### config.mk
export PLATFORM = sky130hd
export DESIGN_NAME = fetch_seq
export DESIGN_NICKNAME = d
export VERILOG_FILES = /design/src/rtl/fetch_seq.sv
export SDC_FILE = /design/constraint.sdc
export NUM_CORES = 1
export LEC_CHECK = 0
export BUFFER_PORTS_ARGS = -buffer_cell sky130_fd_sc_hd__buf_2
export CAP_MARGIN = 20
export CELL_PAD_IN_SITES_DETAIL_PLACEMENT = 1
export CELL_PAD_IN_SITES_GLOBAL_PLACEMENT = 1
export CORE_MARGIN = 4
export CORE_UTILIZATION = 38
export DETAILED_ROUTE_END_ITERATION = 10
export PLACE_DENSITY = 0.9
export SETUP_SLACK_MARGIN = 0.02
export SLEW_MARGIN = 40
export SYNTH_ARGS = -nofsm -noshare
export SYNTH_HDL_FRONTEND = slang
export SYNTH_SLANG_ARGS = --single-unit
### constraint.sdc
create_clock -name clk -period 2.42 [get_ports clk]
set_clock_uncertainty 0.1 [all_clocks]
set_input_delay 0.121 -clock clk [delete_from_list [all_inputs] [get_ports clk]]
set_output_delay 0.121 -clock clk [all_outputs]
set_load 0.05 [all_outputs]
### src/rtl/fetch_seq.sv
// Instruction-fetch sequencer: fetches from instruction memory at the PC and issues non-control words downstream.
// Latency: start -> mem_req next cycle; 3 cycles/instr (FETCH, ISSUE, LOAD) and 2 cycles/jump with zero-wait memory.
// Backpressure: FETCH holds req until mem_ack; ISSUE holds instr_valid/instr until instr_ready.
module fetch_seq #(
    parameter int          AW      = 8,
    parameter int          DW      = 16,
    parameter logic [3:0]  OP_JMP  = 4'hF,
    parameter logic [3:0]  OP_HALT = 4'hE
) (
    input  logic          clk,
    input  logic          rst,
    input  logic          start,
    input  logic [AW-1:0] pc,
    output logic          ld,
    output logic [AW-1:0] ld_add,
    output logic          mem_req,
    output logic [AW-1:0] mem_addr,
    input  logic          mem_ack,
    input  logic [DW-1:0] mem_rdata,
    output logic          instr_valid,
    output logic [DW-1:0] instr,
    input  logic          instr_ready,
    output logic          halted,
    output logic [7:0]    issue_cnt
);

    typedef enum logic [2:0] {
        S_IDLE,
        S_FETCH,
        S_ISSUE,
        S_LOAD,
        S_HALTED
    } state_t;

    state_t        state, state_nxt;
    logic [AW-1:0] fa;
    logic [AW-1:0] nxt;
    logic [DW-1:0] ir;
    logic [7:0]    cnt;
    logic [3:0]    op;

    // Decode straight off the memory bus so the branch is taken in the ack cycle.
    assign op = mem_rdata[DW-1 -: 4];

    always_ff @(posedge clk or negedge rst) begin
        if (!rst) begin
            state <= S_IDLE;
        end else begin
            state <= state_nxt;
        end
    end

    always_comb begin
        state_nxt = state;
        case (state)
            S_IDLE:   if (start) state_nxt = S_FETCH;
            S_FETCH: begin
                if (mem_ack) begin
                    if (op == OP_JMP)       state_nxt = S_LOAD;
                    else if (op == OP_HALT) state_nxt = S_HALTED;
                    else                    state_nxt = S_ISSUE;
                end
            end
            S_ISSUE:  if (instr_ready) state_nxt = S_LOAD;
            S_LOAD:   state_nxt = S_FETCH;
            S_HALTED: if (start) state_nxt = S_FETCH;
            default:  state_nxt = S_IDLE;
        endcase
    end

    always_ff @(posedge clk or negedge rst) begin
        if (!rst) begin
            fa  <= '0;
            nxt <= '0;
            ir  <= '0;
            cnt <= '0;
        end else begin
            if ((state == S_IDLE || state == S_HALTED) && start) begin
                fa <= pc;
            end
            if (state == S_FETCH && mem_ack) begin
                ir <= mem_rdata;
                if (op == OP_JMP) begin
                    nxt <= mem_rdata[AW-1:0];
                end
            end
            if (state == S_ISSUE && instr_ready) begin
                cnt <= cnt + 8'd1;
                nxt <= fa + {{(AW-1){1'b0}}, 1'b1};
            end
            if (state == S_LOAD) begin
                fa <= nxt;
            end
        end
    end

    // Outputs decode from state so an async reset clears them without a clock edge.
    assign mem_req     = (state == S_FETCH);
    assign mem_addr    = fa;
    assign ld          = (state == S_LOAD);
    assign ld_add      = nxt;
    assign instr_valid = (state == S_ISSUE);
    assign instr       = ir;
    assign halted      = (state == S_HALTED);
    assign issue_cnt   = cnt;

endmodule

### Word-level counts from Yosys, hierarchy flattened

Cells that the tools add are included.

* register bits after elaboration: 43
* output and inout port bits: 44
* logic and storage cells: 38
* input bits: 29

* multiplexer cells: 11
* $add $sub $neg: 2
* reductions and logical operators: 11
* equality and inequality tests: 9

Operators with widths (count)
* 2-to-1 mux 8 bit: 5
* adder 8 x 1 -> 8 bit (second input constant): 2
* 2-to-1 mux 3 bit: 5
* case mux 3 bit (4 select lines): 1
* equality test 4 bit (second input constant): 2
* equality test 3 x 2 -> 1 bit (second input constant): 2
* inequality test 2 x 1 -> 1 bit (second input constant): 3
* nonzero test 2 bit: 3
* equality test 3 x 1 -> 1 bit (second input constant): 1
* equality test 3 bit (second input constant): 1
* logical AND 1 bit: 3
* zero test 3 bit: 1
* AND reduction 3 bit: 1
* AND reduction 2 bit: 1
* OR reduction 2 bit: 1
* logical OR 1 bit: 1

### Longest topological paths before layout

* depth in word-level cells: 5
* depth in mapped cells: 7
* gate-level depth less buffers: 5

### Worst setup path after synthesis

No wires, ideal clock.

* kind: register to output
* from: reg state[0]
* to: out halted
* arrival time: 1.681 ns
* path buffers: 1
* slack: 0.518 ns
* cell stages (with the launch flop): 3
* path through: dfrtp_1 -> buf_2 -> nor3b_1

* longest elaborated chain between the ends: 1

RTL lines
* start: declaration: RTL line 35 `state_t state, state_nxt;`
* start signal: assignment: RTL line 49 `state <= state_nxt;`
* equality test 3 bit: RTL line 104 `assign halted = (state == S_HALTED);`
* end: declaration: RTL line 23 `output logic halted,`

Every way passes these cells.

### Final worst setup path

* from: reg state[1]
* to: out ld

* longest elaborated chain between the ends: 1

RTL lines
* equality test 3 x 2 -> 1 bit: RTL line 100 `assign ld = (state == S_LOAD);`
* end: declaration: RTL line 14 `output logic ld,`

Every way passes these cells.

==> impl_metrics.py <==
metrics = {
    "status": {
        "outcome": "complete, no violations",
    },
    "critical_path": {
        "slowest_stage": "dfrtp_1",
        "worstPathRequired_ns": 2.20,
        "worstPathMaxFanout": 12,
        "crit_buf_inv": 1,
        "cp_cell_sequence": "and3b_1 -> buf_2",
        "start_kind": "register",
        "cp_slowest_stage_delay_ns": 0.58,
        "cp-end-kind": "output port",
        "critPathLaunch": "state[1]",
        "cpLargestDelayFamily": "flip-flops",
        "critical_path_class": "reg2out",
        "worstPathArrival_ns": 1.69,
        "worstReg2RegStart": "state[1]",
    },
    "layout": {
        "final_nets": 285,
        "synthToLayoutAreaGrowth_pct": 30.81,
        "final_layout_size_suffix_gt1_frac": 0.4039,
        "antenna_cells": 0,
    },
    "drt": {
        "wl_per_cell_um": 16.22,
        "drt_wl_total_um": 5271,
        "first_iter_violations": 52,
        "route.detailed.drc": 0,
        "dr.pass1.iters": 4,
        "viasPerCell": 5.003,
        "vias": 1626,
        "ant_nets": 0,
    },
    "die": {
        "die_h_um": 81.40,
        "rows": 26,
        "dieArea_um2": 6625,
        "die_w_um": 81.40,
        "core_um2": 5172,
        "initial_core_util": 0.3957,
        "ios": 73,
    },
    "synthesis": {
        "syn-instance-count": 167,
        "synth_nets": 198,
        "syn-cell-area_um2": 2047,
        "synthFlopType": "dfrtp_1",
        "yosysSeqAreaShare": 0.5257,
        "ys_ff_latch": 43,
        "synth_commonest_cells": "dfrtp_1 (43), mux2i_1 (20), mux2_2 (17)",
        "synth_cell_types": 31,
        "syn_area_per_cell_um2": 12.26,
        "synth_most_common_cell": "dfrtp_1",
        "synth_top_area_cell": "dfrtp_1",
        "async_flop_share": 1.000,
        "ys.warnings.count": 0,
        "synth_edf_count": 0,
        "yosys-top-cells-area": "dfrtp_1 (53%), mux2i_1 (9.8%), mux2_2 (9.4%), xnor2_1 (3.0%), nand2_1 (2.8%)",
        "synth.top_cell.area_share": 0.5257,
    },
    "grt": {
        "grt_pass1_vias": 1723,
        "antenna_found_initial": 0,
        "grt_use_total": 0.1698,
        "grt_pass1_wl_um": 8590,
        "grt_max_degree": 44,
        "grt-ovfl-total": 0,
    },
    "power_and_ir_drop": {
        "netSwitchingFraction": 0.5304,
        "seq_power_share": 0.339,
        "power_density_nw_per_um2": 1465,
        "p_int_w": 0.001842,
        "pwr-share-comb": 0.550,
        "switchingPower_w": 0.002081,
        "irDropWorstVdd_uv": 774.1,
        "power_w": 0.003923,
        "leakagePower_nw": 1.259,
        "pwr-share-clk": 0.111,
    },
    "timing": {
        "tightest_slew_ns": 0.5407,
        "tns_ns": 0,
        "slew_violations": 0,
        "finalCritPeriodShare": 0.7895,
        "hold_violations": 0,
        "slew-limit-headroom": 0.6395,
        "setup_viol": 0,
        "holdWs_ns": 0.01063,
        "fmax_ghz": 0.5234,
        "rsz0062_at_grt": "no",
        "min_period_ns": 1.911,
    },
    "cts": {
        "post_cts_buffers": 0,
        "insertion_delay_ns": 0.29,
        "cts_root_buf": "clkbuf_8",
        "cts_hold_buffers": 15,
        "cts_buffer_depth": 2,
        "ctsHtreeMaxLevel": 2,
        "cts-buffers-inserted": 5,
        "cts_tree": "built",
        "post_cts_resize_count": 0,
        "cts_num_sinks": 43,
        "clk_pin_slew_ns": 0.08,
    },
    "worst_hold_path": {
        "hold_class": "in2reg",
        "hold_start": "mem_rdata[13]",
    },
    "flow_run": {
        "cap_violations": 0,
    },
    "placed_design": {
        "port-buffer-count": 72,
        "place.gp.congestion": 0.8081,
        "dp_hpwl_um": 3883,
    },
}
==> layout by cell type (no fill, tap or decap) <==
master | synthesis | layout
a21oi_1 | 2 | 2
a22oi_1 | 1 | 1
and3_1 | 5 | 5
and3_4 | 1 | 1
and3b_1 | 1 | 1
and4_1 | 1 | 1
and4bb_2 | 1 | 1
buf_2 | 5 | 71
buf_4 | 2 | 5
clkbuf_1 | 1 | 2
clkbuf_8 | 0 | 5
clkinv_2 | 0 | 1
dfrtp_1 | 43 | 43
dlygate4sd3_1 | 0 | 15
ha_1 | 2 | 2
inv_1 | 1 | 1
mux2_2 | 17 | 17
mux2i_1 | 20 | 20
nand2_1 | 15 | 15
nand2b_1 | 1 | 1
nand3_1 | 8 | 8
nor2_1 | 2 | 2
nor2b_1 | 1 | 1
nor3b_1 | 4 | 3
nor3b_2 | 0 | 1
nor4b_1 | 1 | 1
nor4bb_4 | 1 | 1
o211ai_1 | 1 | 1
o21ai_0 | 9 | 9
o21ai_1 | 4 | 4
o21bai_1 | 1 | 1
xnor2_1 | 7 | 7
xor2_1 | 6 | 6
==> stage by stage <==
| stage | util | area [um^2] | std cells | setup slack [ns] |
|---|---|---|---|---|
| after CTS | 0.5177 | 2678 | 325 | 0.4929 |
| after global routing | 0.5177 | 2678 | 325 | 0.3683 |
| after global placement | 0.4724 | 2444 | 302 | 0.7561 |
| after detailed placement | 0.4729 | 2446 | 302 | 0.6908 |
| after floorplan | - | 2047 | 167 | 0.5183 |
| final | 0.5177 | 2678 | 325 | 0.5093 |
==> cell type report <==
class,count,area (um^2)
fill,600,2495
tap,70,87.58
sequential,43,1076
clock inverter,1,5.005
multi-input combinational,112,885.9
inverter,1,3.754
clock buffer,7,76.32
timing repair buffer,91,543.0
==> worst paths after layout <==
path | endpoint | cells past startpoint | slack (ns)
worst max-delay path | ld | 2 | 0.51
worst min-delay path | instr[13] | 2 | 0.01
worst min register to register | issue_cnt[7] | 1 | 0.40
worst max register to register | instr[10] | 3 | 0.67
min in group asynchronous | issue_cnt[5] | 2 | 0.26
max in group asynchronous | mem_addr[6] | 2 | 1.59
==> sequential cells by signal (all words and copies together), names as in the netlist <==
register,cells
state,3
instr,16
mem_addr,8
issue_cnt,8
ld_add,8
==> per-layer routing <==
metal / wire, um / global-route usage / up-vias
met2: 2667 / 0.2915 / 56
met5: 0 / 0 / -
li1: - / - / 758
met1: 2190 / 0.2173 / 809
met4: 25 / 0.02027 / 0
met3: 387 / 0.04989 / 3
==> worst register-to-register path: cells and delay by family, from the launching register on <==
family	cells	cell delay, ns
and+or+nand+nor	1	0.35
DFF	1	0.52
buffers and inverters	1	0.29
muxes	1	0.38
==> cells by family (layout without fill, tap and decap cells) <==
family                     count (synthesis)  in the layout  share of synthesized area
AOI/OAI and AO/OA                         18             18                    0.04768
xor gates and xnor gates                  13             13                    0.05562
muxes                                     37             37                     0.1913
adders and majority gates                  2              2                    0.01222
buffers and inverters                     12            100                    0.04400
DFF                                       43             43                     0.5257
and+or+nand+nor                           42             42                     0.1235
==> power groups by stage <==
stage	registers (W)	clock network (W)	logic [W]
floorplan	0.00225	0	0.000707
global placement	0.00132	0	0.00210
detailed placement	0.00134	0	0.00216
CTS	0.00133	0.000446	0.00218
global route	0.00138	0.000494	0.00229
finish	0.00133	0.000435	0.00216
No activity file was read; power rests on OpenSTA's default activity.
